[src/rtl/instr_fetch_unit.sv]
// instr_fetch_unit: PC walker and instruction fetcher for the 16-bit RISC core.
// Issues one outstanding req/ack fetch at a time and buffers returned words in
// a 2-entry queue whose head is presented to decode. Branch redirects flush
// the queue and retarget the PC; a response already in flight is discarded.
// Optional feature: define IFU_HALT_DETECT_EN to stop fetching after a HALT
// (opcode 3'b011) word until the next redirect.
module instr_fetch_unit #(
    parameter int                ADDR_W   = 8,
    parameter logic [ADDR_W-1:0] RESET_PC = '0
) (
    input  logic              clk,
    input  logic              rst,
    output logic              imem_req,
    output logic [ADDR_W-1:0] imem_addr,
    input  logic              imem_ack,
    input  logic [15:0]       imem_rdata,
    input  logic              redirect,
    input  logic [ADDR_W-1:0] redirect_pc,
    input  logic              id_ready,
    output logic              id_valid,
    output logic [15:0]       id_instr,
    output logic [2:0]        id_opcode,
    output logic [ADDR_W-1:0] id_pc,
    output logic              halted
);

    typedef enum logic [1:0] {
        IDLE,
        WAIT,
        DROP,
        HALTED
    } state_t;

    state_t            state_q, state_d;
    logic [ADDR_W-1:0] pc_q, pc_d;
    logic [ADDR_W-1:0] addr_q, addr_d;
    logic [1:0]        count_q, count_d;
    logic [15:0]       instr0_q, instr0_d, instr1_q, instr1_d;
    logic [ADDR_W-1:0] pc0_q, pc0_d, pc1_q, pc1_d;

    logic              ack;
    logic              push;
    logic              pop;
    logic              issue;
    logic              halt_hit;

    // Outputs come straight from registered state and queue slot 0 (the head).
    assign imem_req  = (state_q == WAIT) || (state_q == DROP);
    assign imem_addr = addr_q;
    assign id_valid  = (count_q != 2'd0);
    assign id_instr  = instr0_q;
    assign id_opcode = instr0_q[15:13];
    assign id_pc     = pc0_q;
`ifdef IFU_HALT_DETECT_EN
    assign halted    = (state_q == HALTED);
`else
    assign halted    = 1'b0;
`endif

    // Next-state logic: fetch FSM, PC update and queue push/pop bookkeeping.
    always_comb begin
        state_d  = state_q;
        pc_d     = pc_q;
        addr_d   = addr_q;
        count_d  = count_q;
        instr0_d = instr0_q;
        instr1_d = instr1_q;
        pc0_d    = pc0_q;
        pc1_d    = pc1_q;
        issue    = 1'b0;
        halt_hit = 1'b0;

        ack  = imem_req && imem_ack;
        push = (state_q == WAIT) && ack && !redirect;
        pop  = id_valid && id_ready && !redirect;
`ifdef IFU_HALT_DETECT_EN
        halt_hit = push && (imem_rdata[15:13] == 3'b011);
`endif

        if (redirect) begin
            count_d = 2'd0;
        end else begin
            count_d = count_q + {1'b0, push} - {1'b0, pop};
        end

        if (redirect) begin
            pc_d = redirect_pc;
        end else if (push) begin
            pc_d = pc_q + {{(ADDR_W-1){1'b0}}, 1'b1};
        end

        // Shift the queue on pop; a push lands in the first free slot after it.
        if (pop) begin
            instr0_d = instr1_q;
            pc0_d    = pc1_q;
        end
        if (push) begin
            if ((count_q == 2'd0) || ((count_q == 2'd1) && pop)) begin
                instr0_d = imem_rdata;
                pc0_d    = addr_q;
            end else begin
                instr1_d = imem_rdata;
                pc1_d    = addr_q;
            end
        end

        unique case (state_q)
            IDLE:   issue = 1'b1;
            WAIT: begin
                if (ack) begin
                    issue = 1'b1;
                end else if (redirect) begin
                    state_d = DROP;
                end
            end
            DROP:   issue = ack;
            HALTED: issue = redirect;
        endcase

        // Only request when the queue is guaranteed room for the response.
        if (issue) begin
            if (halt_hit) begin
                state_d = HALTED;
            end else if (count_d <= 2'd1) begin
                state_d = WAIT;
                addr_d  = pc_d;
            end else begin
                state_d = IDLE;
            end
        end
    end

    // State, PC and queue registers with asynchronous reset.
    always_ff @(posedge clk or posedge rst) begin
        if (rst) begin
            state_q  <= IDLE;
            pc_q     <= RESET_PC;
            addr_q   <= RESET_PC;
            count_q  <= 2'd0;
            instr0_q <= '0;
            instr1_q <= '0;
            pc0_q    <= '0;
            pc1_q    <= '0;
        end else begin
            state_q  <= state_d;
            pc_q     <= pc_d;
            addr_q   <= addr_d;
            count_q  <= count_d;
            instr0_q <= instr0_d;
            instr1_q <= instr1_d;
            pc0_q    <= pc0_d;
            pc1_q    <= pc1_d;
        end
    end

endmodule
[config.mk]
export PLATFORM = sky130hd
export DESIGN_NAME = instr_fetch_unit
export DESIGN_NICKNAME = d
export VERILOG_FILES = /design/src/rtl/instr_fetch_unit.sv
export SDC_FILE = /design/constraint.sdc
export NUM_CORES = 1
export LEC_CHECK = 0
export BUFFER_PORTS_ARGS = -buffer_cell sky130_fd_sc_hd__clkbuf_2
export CAP_MARGIN = 20
export CORE_AREA = 2 2 106 67
export CTS_CLUSTER_SIZE = 10
export DETAILED_ROUTE_END_ITERATION = 10
export DIE_AREA = 0 0 108 69
export PLACE_DENSITY_LB_ADDON = 0.1
export SYNTH_ARGS = -nofsm -noshare
export SYNTH_HDL_FRONTEND = slang
export SYNTH_SLANG_ARGS = --single-unit
export TNS_END_PERCENT = 100
[constraint.sdc]
create_clock -name clk -period 2.8 [get_ports clk]
set_input_delay 0.84 -clock clk [delete_from_list [all_inputs] [get_ports clk]]
set_output_delay 0.84 -clock clk [all_outputs]
set_load 0.01 [all_outputs]
Word-level counts from Yosys, hierarchy flattened:

Cells that the tools add are included.

* $add $sub $neg: 3
* $lt $le $gt $ge: 1
* eq/ne operators: 5
* multiplexer cells: 16
* bitwise logic cells: 1
* reductions and logical operators: 17

Operators by type and width (count)
* 16-bit 2-to-1 mux: 3
* 8-bit 2-to-1 mux: 5
* 2-bit 2-to-1 mux: 5
* 8-bit by 1-bit adder with 8-bit output, second input constant: 1
* 1-bit logical AND: 6
* 2-bit nonzero test: 3
* 2-bit by 1-bit == test with 1-bit output, second input constant: 2
* 2-bit == test, second input constant: 2
* 2-bit logical NOT: 2
* 1-bit case mux with 4 select lines: 1
* 2-bit AND reduction: 2
* 3-bit AND reduction: 1
* 2-bit by 1-bit adder with 2-bit output: 1
* 2-bit by 1-bit <= comparator with 1-bit output, second input constant: 1
* 1-bit logical OR: 2
* 1-bit 2-to-1 mux: 2
* 2-bit by 1-bit inequality test with 1-bit output, second input constant: 1
* 2-bit by 1-bit subtractor with 2-bit output: 1
* 1-bit logical NOT: 1
* 1-bit NOT: 1

* bits in registers: 68
* input bits: 29
* output and inout port bits: 38
* word-level logic and storage cells: 51

Longest topological paths before layout:

Gate-level depths: netlist of run 1.

* word-level depth: 11
* depth in mapped cells: 10
* mapped depth without buffers: 10

Worst setup path after synthesis of run 1:

Ideal clock, no wire load.

* path type: input port to flip-flop
* start: input port redirect
* end: register addr_q[0], in the netlist imem_addr[0]
* library setup time: 125 ps
* arrival time: 3209 ps
* path slack: -534 ps
* cell stages on the path: 10
* buffers on the path: 2
* cell sequence: buf_4 > clkinv_1 > and3_1 > buf_6 > mux2_2 > ha_1 > xnor2_1 > a311oi_1 > a311oi_4 > mux2_2

* longest elaborated chain between the ends: 7

Ends and longest elaborated chain
* start, declared: line 17 `input logic redirect,`
* 1-bit logical NOT: line 74, 75
* 1-bit logical AND: line 74 `push = (state_q == WAIT) && ack && !redirect;`
* 2-bit by 1-bit adder with 2-bit output: line 83 `count_d = count_q + {1'b0, push} - {1'b0, pop};`
* 2-bit by 1-bit subtractor with 2-bit output: line 83
* 2-bit 2-to-1 mux: line 80 `if (redirect) begin`
* 2-bit by 1-bit <= comparator with 1-bit output: line 124 `end else if (count_d <= 2'd1) begin`
* 2-bit AND reduction (no line)
* end signal, assigned: line 147 `addr_q <= addr_d;`
* end, declared: line 36 `logic [ADDR_W-1:0] addr_q, addr_d;`

Parallel ways exist; a longest one is shown, timed or not.
A chain may end at the register's enable or synchronous reset.

Final worst setup path of run 1:

* start: register count_q[0]
* end: register addr_q[0], in the netlist imem_addr[0]

* longest elaborated chain between the ends: 7

Ends and longest elaborated chain
* start, declared: line 37 `logic [1:0] count_q, count_d;`
* start signal, assigned: line 148 `count_q <= count_d;`
* branches (longest 3 deep; another with 2-bit by 1-bit adder with 2-bit output)
* 2-bit by 1-bit subtractor with 2-bit output (*): line 83
* 2-bit 2-to-1 mux (*): line 80
* 2-bit by 1-bit <= comparator with 1-bit output (*): line 124
* 2-bit AND reduction (no line) (*)

Mark *: on every way between the ends.

==> run metrics, run 1 <==
status=finished, final reports clean; hold path startpoint=instr1_q[4]; global route overflow=0; kind of critical path=reg2reg; Max Clk Rate=388.5 MHz; Worst-Margin Slew=542.9 ps; area grow syn2layout=24.70%; pwr dens=1039 nW/um^2; fraction of layout cells with a size suffix above 1=0.4066; r2r worst-path depth=9; crit-path most repeated cell=mux2_4; pin count of the biggest net entering global routing=49; maxcap violations=0; die area=7452 um^2; diode count=0; Final nets=361; H-tree levels=3; Final Hold Vio Count=0; Worst Hold Depth=1; clock buffer depth=2; min cycle time layout=2574 ps; FP Rows=23; RePlAce Congestion=0.7836; TritonCTS clock tree=built; post-place setup slack=-101.3 ps; Routed WL per cell=14.49 um; # clock sinks=68; post-DP HPWL=4.299 mm; gr usage total=0.1812; Vias=2094; final worst setup slack=225.7 ps; starting density of the core=0.4694; drt via density=4.998; TritonRoute pass-1 iters=4; final period utilization=0.9194; remaining antenna violation count=0; largest family of logic cells by synthesized area=multiplexers; starting DRC count in detailed routing=107; Post-Syn Instances=252; Unique masters post-synth=38; Clock Skews=7.269 ps; Synth Area in Adders=0.02058; utilization of the core after routing=0.5853; # DRC=0; Hold Path Sink=instr1_q[4]; Max VDD drop=0.4502 mV; leakage power=1.775 nW; Clock transition at path regs=70 ps; Setup Buffers After CTS=0; syn_area_per_cell=12.06 um^2; Fillers=546; Critical R2R Capture=imem_addr[0]; IO Count=67; Setup crit end kind=flip-flop; worst reg-to-reg setup slack=230 ps; Port Buffers=65; # resized after CTS=0; worst hold-check path type=reg2reg; Synth Area in Compound Gates=0.09551; Post-Route WL=6.072 mm; Yosys reg bits=68; critical-path cell list=or2_1 > and3_4 > mux2_4 > ha_4 > xnor2_4 > a311oi_2 > a311oi_4 > buf_12 > mux2_4; unrepaired setup endpoints after global routing=no; Largest stage delay, worst path=440 ps; Final Power=0.003936 W; global-route wire length before repair=10.39 mm; endpoints failing setup=0; XOR/XNOR share of the synthesized area=0.008646; RR Startpoint=count_q[0]; clock root buffer=clkbuf_8; Synth Area in Simple Gates=0.07163; Worst EP required=3020 ps; Setup crit start kind=flip-flop; total CTS buffers=9; initial antenna violation count=0; cts hold-fix bufs=0; count of pins over their slew limit=0; clock latency on the worst-skew pair=340 ps; post-synthesis mux area share=0.2046; slowest CP cell=dfrtp_1; Slew headroom=0.6375; Mapped Area=3039 um^2; Vert. Die Dim=69 um; sequential fraction of the synthesis area=0.5599; number of global-route vias before repair=2114; Syn. warnings=0; Arrival @ worst endpoint=2800 ps; Synthesized Nets=286; CP max FO=9; Die Span X=108 um; core area=6475 um^2
-- metal layers --
layer	vias to the layer above	track usage	part of all wire
li1	1040	-	-
met1	988	0.2466	0.49
met2	58	0.2586	0.43
met3	8	0.08042	0.072
met4	0	0.05983	0.010
met5	-	0	0
-- synth_stat cells --
cell,n,area (um^2)
dfrtp_1,68,1702
mux2_2,33,371.6
nand2_1,33,123.9
o21ai_0,29,145.1
mux2i_1,25,250.2
buf_2,5,25.02
buf_4,5,37.54
ha_1,5,62.56
inv_1,5,18.77
nor2_1,5,18.77
clkbuf_1,4,15.01
a31oi_1,3,18.77
or3_1,3,18.77
a31o_2,2,17.52
nand3_1,2,10.01
nand4_1,2,12.51
xnor2_1,2,17.52
a2111oi_1,1,10.01
a211o_1,1,8.760
a21boi_0,1,7.510
a21o_1,1,7.510
a221oi_1,1,8.760
a311oi_1,1,8.760
a311oi_4,1,26.28
and3_1,1,6.260
buf_1,1,3.750
buf_6,1,11.26
clkinv_1,1,3.750
conb_1,1,3.750
nor2b_1,1,6.260
nor4b_1,1,8.760
o211ai_1,1,7.510
o21ai_1,1,5.000
o311a_1,1,10.01
o311ai_0,1,8.760
or2_1,1,6.260
or2_2,1,6.260
xor2_1,1,8.760
-- kinds of logic after synthesis --
kind of cell,count (synthesis)
adder cells (fa/ha/maj),5
flip-flops,68
AND/OR/NAND/NOR,50
XOR/XNOR,3
AO/OA/AOI/OAI,45
multiplexers,58
buffers and inverters,22
other,1
-- registers in the layout, indices dropped and copies added, names as in the netlist --
name,count
instr1_q,16
imem_addr,8
id_pc,8
pc1_q,8
state_q,2
count_q,2
pc_q,8
id_instr,16
-- power by group --
| group | total (W) | leakage (nW) | switching, W | internal, W |
|---|---|---|---|---|
| Combinational | 0.00153 | 0.833 | 0.000709 | 0.000824 |
| Sequential | 0.00165 | 0.853 | 0.000267 | 0.00139 |
| Clock | 0.000748 | 0.0887 | 0.000336 | 0.000412 |
| Total | 0.00394 | 1.78 | 0.00131 | 0.00262 |
-- cell type report --
type                       instances  area, um^2  share of cell area
sequential                        68        1702              0.4490
inverter                           6       35.03            0.009244
tap                               87       108.9             0.02872
clock inverter                     2       35.03            0.009244
multi-input combinational        162        1304              0.3440
clock buffer                      14       142.6             0.03764
timing repair buffer              80       462.9              0.1222
-- critical path, delay by kind of cell, from the launching register on --
kind	cells	cell delay, ps
muxes	2	590
and+or+nand+nor	2	480
DFF	1	440
AOI/OAI and AO/OA	2	360
xor gates and xnor gates	1	210
adders and majority gates	1	180
buffers and inverters	1	180
-- worst max path at each step --
stage | cells after the start | endpoint | startpoint
floorplan | 10 | imem_addr[0] | redirect
global placement | 10 | imem_addr[4] | redirect
detailed placement | 10 | imem_addr[1] | redirect
CTS | 9 | imem_addr[0] | count_q[0]
global route | 9 | imem_addr[0] | count_q[0]
finish | 9 | imem_addr[0] | count_q[0]
-- cells in the final DEF, fill, tap and decap left out, types with 3 or more instances in the layout --
cell type and instances:
a31oi_1 3, buf_4 13, clkbuf_1 5, clkbuf_2 65
clkbuf_8 9, dfrtp_1 68, ha_1 4, inv_1 4
mux2_2 24, mux2_4 9, mux2i_1 25, nand2_1 33
nor2_1 5, o21ai_0 29, or3_1 3
-- per-stage QoR --
stage | instances | setup TNS, ps | cell area, um^2 | hold slack (ps)
finish | 419 | 0 | 3790 | 504.4
floorplan | 252 | -2239 | 3144 | 479.2
detailed placement | 403 | -778.9 | 3612 | 494.2
global route | 419 | 0 | 3790 | 518.4
global placement | 403 | -333.4 | 3612 | 487.7
CTS | 419 | 0 | 3790 | 509.7
(Power assumes the default switching activity.)
==> run 2: changes to the inputs <==
--- a/config.mk
+++ b/config.mk
@@ -5,12 +5,13 @@
 export SDC_FILE = /design/constraint.sdc
 export NUM_CORES = 1
 export LEC_CHECK = 0
+export ABC_AREA = 1
 export BUFFER_PORTS_ARGS = -buffer_cell sky130_fd_sc_hd__clkbuf_2
 export CAP_MARGIN = 20
-export CORE_AREA = 2 2 106 67
+export CORE_AREA = 2 2 108 68
 export CTS_CLUSTER_SIZE = 10
 export DETAILED_ROUTE_END_ITERATION = 10
-export DIE_AREA = 0 0 108 69
+export DIE_AREA = 0 0 110 70
 export PLACE_DENSITY_LB_ADDON = 0.1
 export SYNTH_ARGS = -nofsm -noshare
 export SYNTH_HDL_FRONTEND = slang
==> run 2 against run 1 <==
Synthesized cell count grew 37%. Synthesized area is 4.9% higher. Via count grew 18%. First-iteration DRC count is 57% higher.
==> run metrics, run 2 <==
leakage power=2.002 nW (+13%); utilization of the core after routing=0.5446 (-0.04074); post-DP HPWL=4.602 mm (+7.0%); global-route wire length before repair=11.70 mm (+13%); Switching Fraction=0.3755 (+0.04201); Clock Skews=5.184 ps (-2.085 ps); Final nets=443 (+23%); Layout Cells excl Fill=505 (+21%); syn_area_per_cell=9.268 um^2 (-23%); Vias=2462 (+18%); Setup crit start kind=flip-flop; register share of total power=0.443 (+0.023); min cycle time layout=2206 ps (-368.2 ps); Yosys reg bits=68 (unchanged); clock root buffer=clkbuf_8; asr flop ratio synth=1.000 (unchanged); count of pins over their slew limit=0 (unchanged); Vert. Die Dim=70 um (+1.4%); number of global-route vias before repair=2301 (+8.8%); slowest CP cell=dfrtp_1; drt via density=4.875 (-2.4%); core area=6877 um^2 (+6.2%); Syn. warnings=0 (unchanged); Largest stage delay, worst path=400 ps (-40 ps); clock latency on the worst-skew pair=340 ps (about the same); Setup crit end kind=flip-flop; Clock transition at path regs=70 ps (about the same); gr usage total=0.2024 (+0.02123); status=finished, final reports clean; die area=7700 um^2 (+3.3%); crit-path most repeated cell=nand2_1; Yosys top cell by area=dfrtp_1; Unique masters post-synth=26 (-32%); Area after DPL=3576 um^2 (-1.0%); # DRC=0 (unchanged); Synth area leaders=dfrtp_1 53%, nand2_1 12%, mux2_4 8.0%; setup_tns=0 ps (unchanged); TritonRoute pass-1 iters=4 (unchanged); Routed WL per cell=13.77 um (-5.0%); Global Route met3 Usage=0.07003 (-0.01039); TritonCTS clock tree=built; most common cell after layout, fill and taps aside=nand2_1; Final Hold Vio Count=0 (unchanged); grt met1 use=0.3146 (+0.06802); switching power=0.001461 W (+11%); starting density of the core=0.4636 (-0.005762); Synth top area share=0.5338 (-0.02615); pin count of the biggest net entering global routing=69 (+41%); GRT Max-Usage Layer=met1; critical-path cell list=inv_1 > ha_1 > nand2_1 > nor2_4 > nand2_1 > nand2_1 > ha_1 > inv_1 > nand2_1 > nand2_1 > nand3_1 > nand3_1 > nand2_2 > inv_2 > nand2_1 > o21ai_0; Port Buffers=65 (unchanged); Placed Cells=489 (+21%); worst hold-check path type=reg2reg; Mapped Area=3188 um^2 (+4.9%); Setup Buffers After CTS=0 (unchanged); IO Count=67 (unchanged); RePlAce Congestion=0.8598 (+9.7%); Finished Cell Area=3745 um^2 (-1.2%); FP Rows=24 (+4.3%); combinational power share=0.373 (-0.016); Synthesized Nets=378 (+32%); cts hold-fix bufs=0 (unchanged); top cells by count, synth=106 x nand2_1, 68 x dfrtp_1, 29 x nor2_1; Worst EP required=3020 ps (about the same); H-tree levels=3 (unchanged); area grow syn2layout=17.46%; Post-Route WL=6.953 mm (+15%); pwr dens=1039 nW/um^2 (about the same); routing usage on met2=0.2665 (+0.007970); most frequent cells in the layout=106 x nand2_1, 68 x dfrtp_1, 65 x clkbuf_2, 29 x nor2_1; unrepaired setup endpoints after global routing=no; Arrival @ worst endpoint=2430 ps (-370 ps); starting DRC count in detailed routing=168 (+57%); remaining antenna violation count=0 (unchanged); total CTS buffers=9 (unchanged); Die Span X=110 um (+1.9%); number of enable flip-flop cells after synthesis=0 (unchanged); maxcap violations=0 (unchanged); kind of critical path=reg2reg; sequential fraction of the synthesis area=0.5338 (-0.02615); diode count=0 (unchanged); clock buffer depth=2 (unchanged); Synth Flop Type=dfrtp_1; Clk network pwr share=0.184 (-0.006); # resized after CTS=0 (unchanged); fraction of layout cells with a size suffix above 1=0.2826 (-0.1240); final period utilization=0.7879 (-0.1315); worst reg-to-reg setup slack=590 ps (+370 ps); internal power=0.002431 W (-7.4%); Max VDD drop=0.4457 mV (-0.98%); # clock sinks=68 (unchanged); initial antenna violation count=0 (unchanged); Post-Syn Instances=344 (+37%); Max Clk Rate=453.3 MHz (+17%); global route overflow=0 (unchanged); count leader, synth=nand2_1; endpoints failing setup=0 (unchanged); CP max FO=10 (+1)
run 2: cell count changes after synthesis, moves of 17 or more:
cell | previous run | this run
a31oi_1 | 3 | 24
nand2_1 | 33 | 106
mux2_4 | 0 | 17
inv_1 | 5 | 25
nor2_1 | 5 | 29
mux2_2 | 33 | 0
mux2i_1 | 25 | 0
o21ai_0 | 29 | 11
run 2: power by group through the flow:
stage | sequential (W) | combinational (W) | clock [W]
floorplan | 0.00179 | 0.000920 | 0
global placement | 0.00174 | 0.00144 | 0
detailed placement | 0.00174 | 0.00147 | 0
CTS | 0.00172 | 0.00147 | 0.000733
global route | 0.00179 | 0.00165 | 0.000779
finish | 0.00172 | 0.00145 | 0.000715
run 2: through the flow:
stage               total power, W  setup slack [ps]  hold slack (ps)
finish                    0.003892             593.9            486.1
global route              0.004215             313.8            518.1
CTS                       0.003930             586.8            491.9
detailed placement        0.003203             345.8            473.5
global placement          0.003171             442.7            468.2
floorplan                 0.002705             248.5            453.4
run 2: critical path: cells and delay by family (launching register included):
family	cells	cell delay (ps)
buffers and inverters	3	260
DFF	1	400
and+or+nand+nor	10	970
adders and majority gates	2	400
AOI/OAI and AO/OA	1	80
run 2: final timing paths:
| check | start | cells after the start | to |
|---|---|---|---|
| max | state_q[1] | 16 | imem_addr[3] |
| min | pc1_q[2] | 2 | pc1_q[2] |
| max reg2reg | state_q[1] | 16 | imem_addr[3] |
| min reg2reg | pc1_q[2] | 2 | pc1_q[2] |
| max in group asynchronous | rst | 3 | imem_addr[5] |
| min in group asynchronous | rst | 3 | instr1_q[0] |
run 2: area by class of cell:
| class | count | area [um^2] |
|---|---|---|
| Fill cell | 649 | 3132 |
| Sequential cell | 68 | 1702 |
| Multi-Input combinational cell | 229 | 1261 |
| Timing Repair Buffer | 72 | 390.4 |
| Clock buffer | 11 | 141.4 |
| Tap cell | 91 | 113.9 |
| Inverter | 29 | 108.9 |
| Clock inverter | 5 | 27.53 |
run 2: kinds of logic (layout without fill, tap and decap cells):
group	after synthesis	count (layout)	synth area share
flip-flops	68	68	0.5338
adder cells (fa/ha/maj)	5	5	0.01962
AND/OR/NAND/NOR	163	163	0.2131
buffers and inverters	47	117	0.07064
other	1	1	0.001176
multiplexers	18	18	0.08359
AO/OA/AOI/OAI	41	41	0.07535
XOR/XNOR	1	1	0.002748
run 2: metal layers:
layer  vias up  wire length [um]
li1       1243                 -
met1      1153              3754
met2        59              2781
met3         7               354
met4         0                63
met5         -                 0
==> run 3: changes to the inputs <==
==> constraint.sdc (replaced) <==
create_clock -name clk -period 1.77 [get_ports clk]
set_input_delay 0.531 -clock clk [delete_from_list [all_inputs] [get_ports clk]]
set_output_delay 0.531 -clock clk [all_outputs]
set_load 0.01 [all_outputs]
==> run 3 against run 2 <==
The flow now finishes with violations (setup timing). Clock skew about the same. Sequential power grew 59%. Via count is 4.5% higher. Sequential share of layout area down 4.1 points. Power grew 71%.
==> run metrics, run 3 (same netlist as run 2, synthesis figures left out) <==
status=complete, but fails checks; violations in the final reports=setup timing; # clock sinks=68 (unchanged); count of pins over their slew limit=0 (unchanged); Die Span X=110 um (unchanged); Setup crit start kind=flip-flop; Port Buffers=65 (unchanged); utilization of the core after routing=0.5981 (+0.05349); clock root buffer=clkbuf_8; Worst EP required=1240 ps (-1780 ps); endpoints failing setup=11 (+11); die area=7700 um^2 (unchanged); Layout Cells excl Fill=530 (+5.0%); number of global-route vias before repair=2439 (+6.0%); Clock Skews=4.858 ps (-0.3259 ps); clock latency on the worst-skew pair=340 ps (about the same); most common cell after layout, fill and taps aside=nand2_1; clock buffer depth=2 (unchanged); Final Hold Vio Count=0 (unchanged); total CTS buffers=9 (unchanged); fraction of layout cells with a size suffix above 1=0.3485 (+0.06591); Final nets=468 (+5.6%); starting DRC count in detailed routing=184 (+9.5%); post-place setup slack=-334.0 ps (-679.8 ps); min cycle time layout=1918 ps; H-tree levels=3 (unchanged); core area=6877 um^2 (unchanged); gr usage total=0.2123 (+0.009870); pin count of the biggest net entering global routing=69 (unchanged); leakage power=2.167 nW (+8.3%); Vert. Die Dim=70 um (unchanged); Post-Route WL=7.621 mm (+9.6%); final worst setup slack=-148.2 ps (-742.1 ps); unrepaired setup endpoints after global routing=yes; Setup crit end kind=output port; RePlAce Congestion=0.8329 (-3.1%); drt via density=4.857 (-0.38%); Routed WL per cell=14.38 um (+4.4%); worst hold-check path type=in2async; global route overflow=0 (unchanged); TritonRoute pass-1 iters=4 (unchanged); cts hold-fix bufs=0 (unchanged); post-DP HPWL=4.875 mm (+6.0%); remaining antenna violation count=0 (unchanged); FP Rows=24 (unchanged); final period utilization=1.084; kind of critical path=reg2out; Placed Cells=505 (+3.3%); Finished Cell Area=4113 um^2 (+9.8%); Arrival @ worst endpoint=1390 ps (-1040 ps); Area after DPL=3761 um^2 (+5.2%); pwr dens=1621 nW/um^2 (+56%); diode count=0 (unchanged); maxcap violations=0 (unchanged); Max Clk Rate=521.3 MHz; # DRC=0 (unchanged); Max VDD drop=0.6946 mV (+56%); area grow syn2layout=29.00%; global-route wire length before repair=12.25 mm (+4.7%); CP max FO=2 (-8); starting density of the core=0.4636 (unchanged); initial antenna violation count=0 (unchanged); most frequent cells in the layout=101 x nand2_1, 68 x dfrtp_1, 64 x clkbuf_2, 29 x nor2_1, 24 x a31oi_1; IO Count=67 (unchanged); TritonCTS clock tree=built; Clock transition at path regs=70 ps (about the same); Vias=2574 (+4.5%)
run 3: cell count changes in the layout (fill, tap and decap cells not counted), moves of 4 or more:
cell | before | now
buf_6 | 0 | 5
o21ai_0 | 11 | 7
o21ai_1 | 2 | 6
nand2_1 | 106 | 101
buf_4 | 6 | 23
run 3: timing repair:
item / in CTS / in global routing
pin swaps: 4 / 3
setup buffers: 2 / 6
setup endpoints to repair: 10 / 13
gates resized for setup: 13 / 12
cloned: 0 / 2
hold endpoints to repair: 0 / 0
run 3: power by group:
group | switching [W] | total [W] | internal [W]
Combinational | 0.00145 | 0.00284 | 0.00139
Clock | 0.000545 | 0.00109 | 0.000544
Sequential | 0.000471 | 0.00274 | 0.00227
run 3: metrics by stage:
stage,setup TNS [ps],total power [W],hold slack [ps]
final,-1028,0.006667,251.7
after global routing,-2564,0.007194,264.4
after CTS,-352.5,0.006531,263.8
after detailed placement,-5348,0.005257,483.3
after global placement,-3936,0.005202,469.9
after floorplan,-1601,0.004320,453.4
run 3: layer usage:
metal	up-vias	global-route usage	wire length, um
met4	0	0.05907	68
met3	7	0.07937	464
met2	65	0.2938	3148
met1	1215	0.3109	3941
met5	-	0	0
li1	1287	-	-
run 3: final cells by class:
cell class	instances	area (um^2)
Timing Repair Buffer	97	659.4
Fill cell	592	2764
Inverter	29	136.4
Clock buffer	14	152.6
Tap cell	91	113.9
Sequential cell	68	1702
Multi-Input combinational cell	229	1339
Clock inverter	2	10.01
run 3: final timing paths:
path | start | endpoint | slack [ps] | cells past startpoint
max in group asynchronous | rst | id_instr[3] | 1200 | 3
setup / recovery | state_q[1] | imem_req | -150 | 5
min in group clk | imem_rdata[0] | instr1_q[0] | 430 | 2
setup reg to reg | state_q[1] | imem_addr[6] | -120 | 16
hold reg to reg | pc1_q[1] | pc1_q[1] | 490 | 2
hold / removal | rst | state_q[1] | 250 | 3
run 3: critical path: stages, from the launching register on:
cell and delay [ps]:
dfrtp_1 380, inv_2 70, buf_4 130, buf_6 110, ha_4 260, buf_6 90
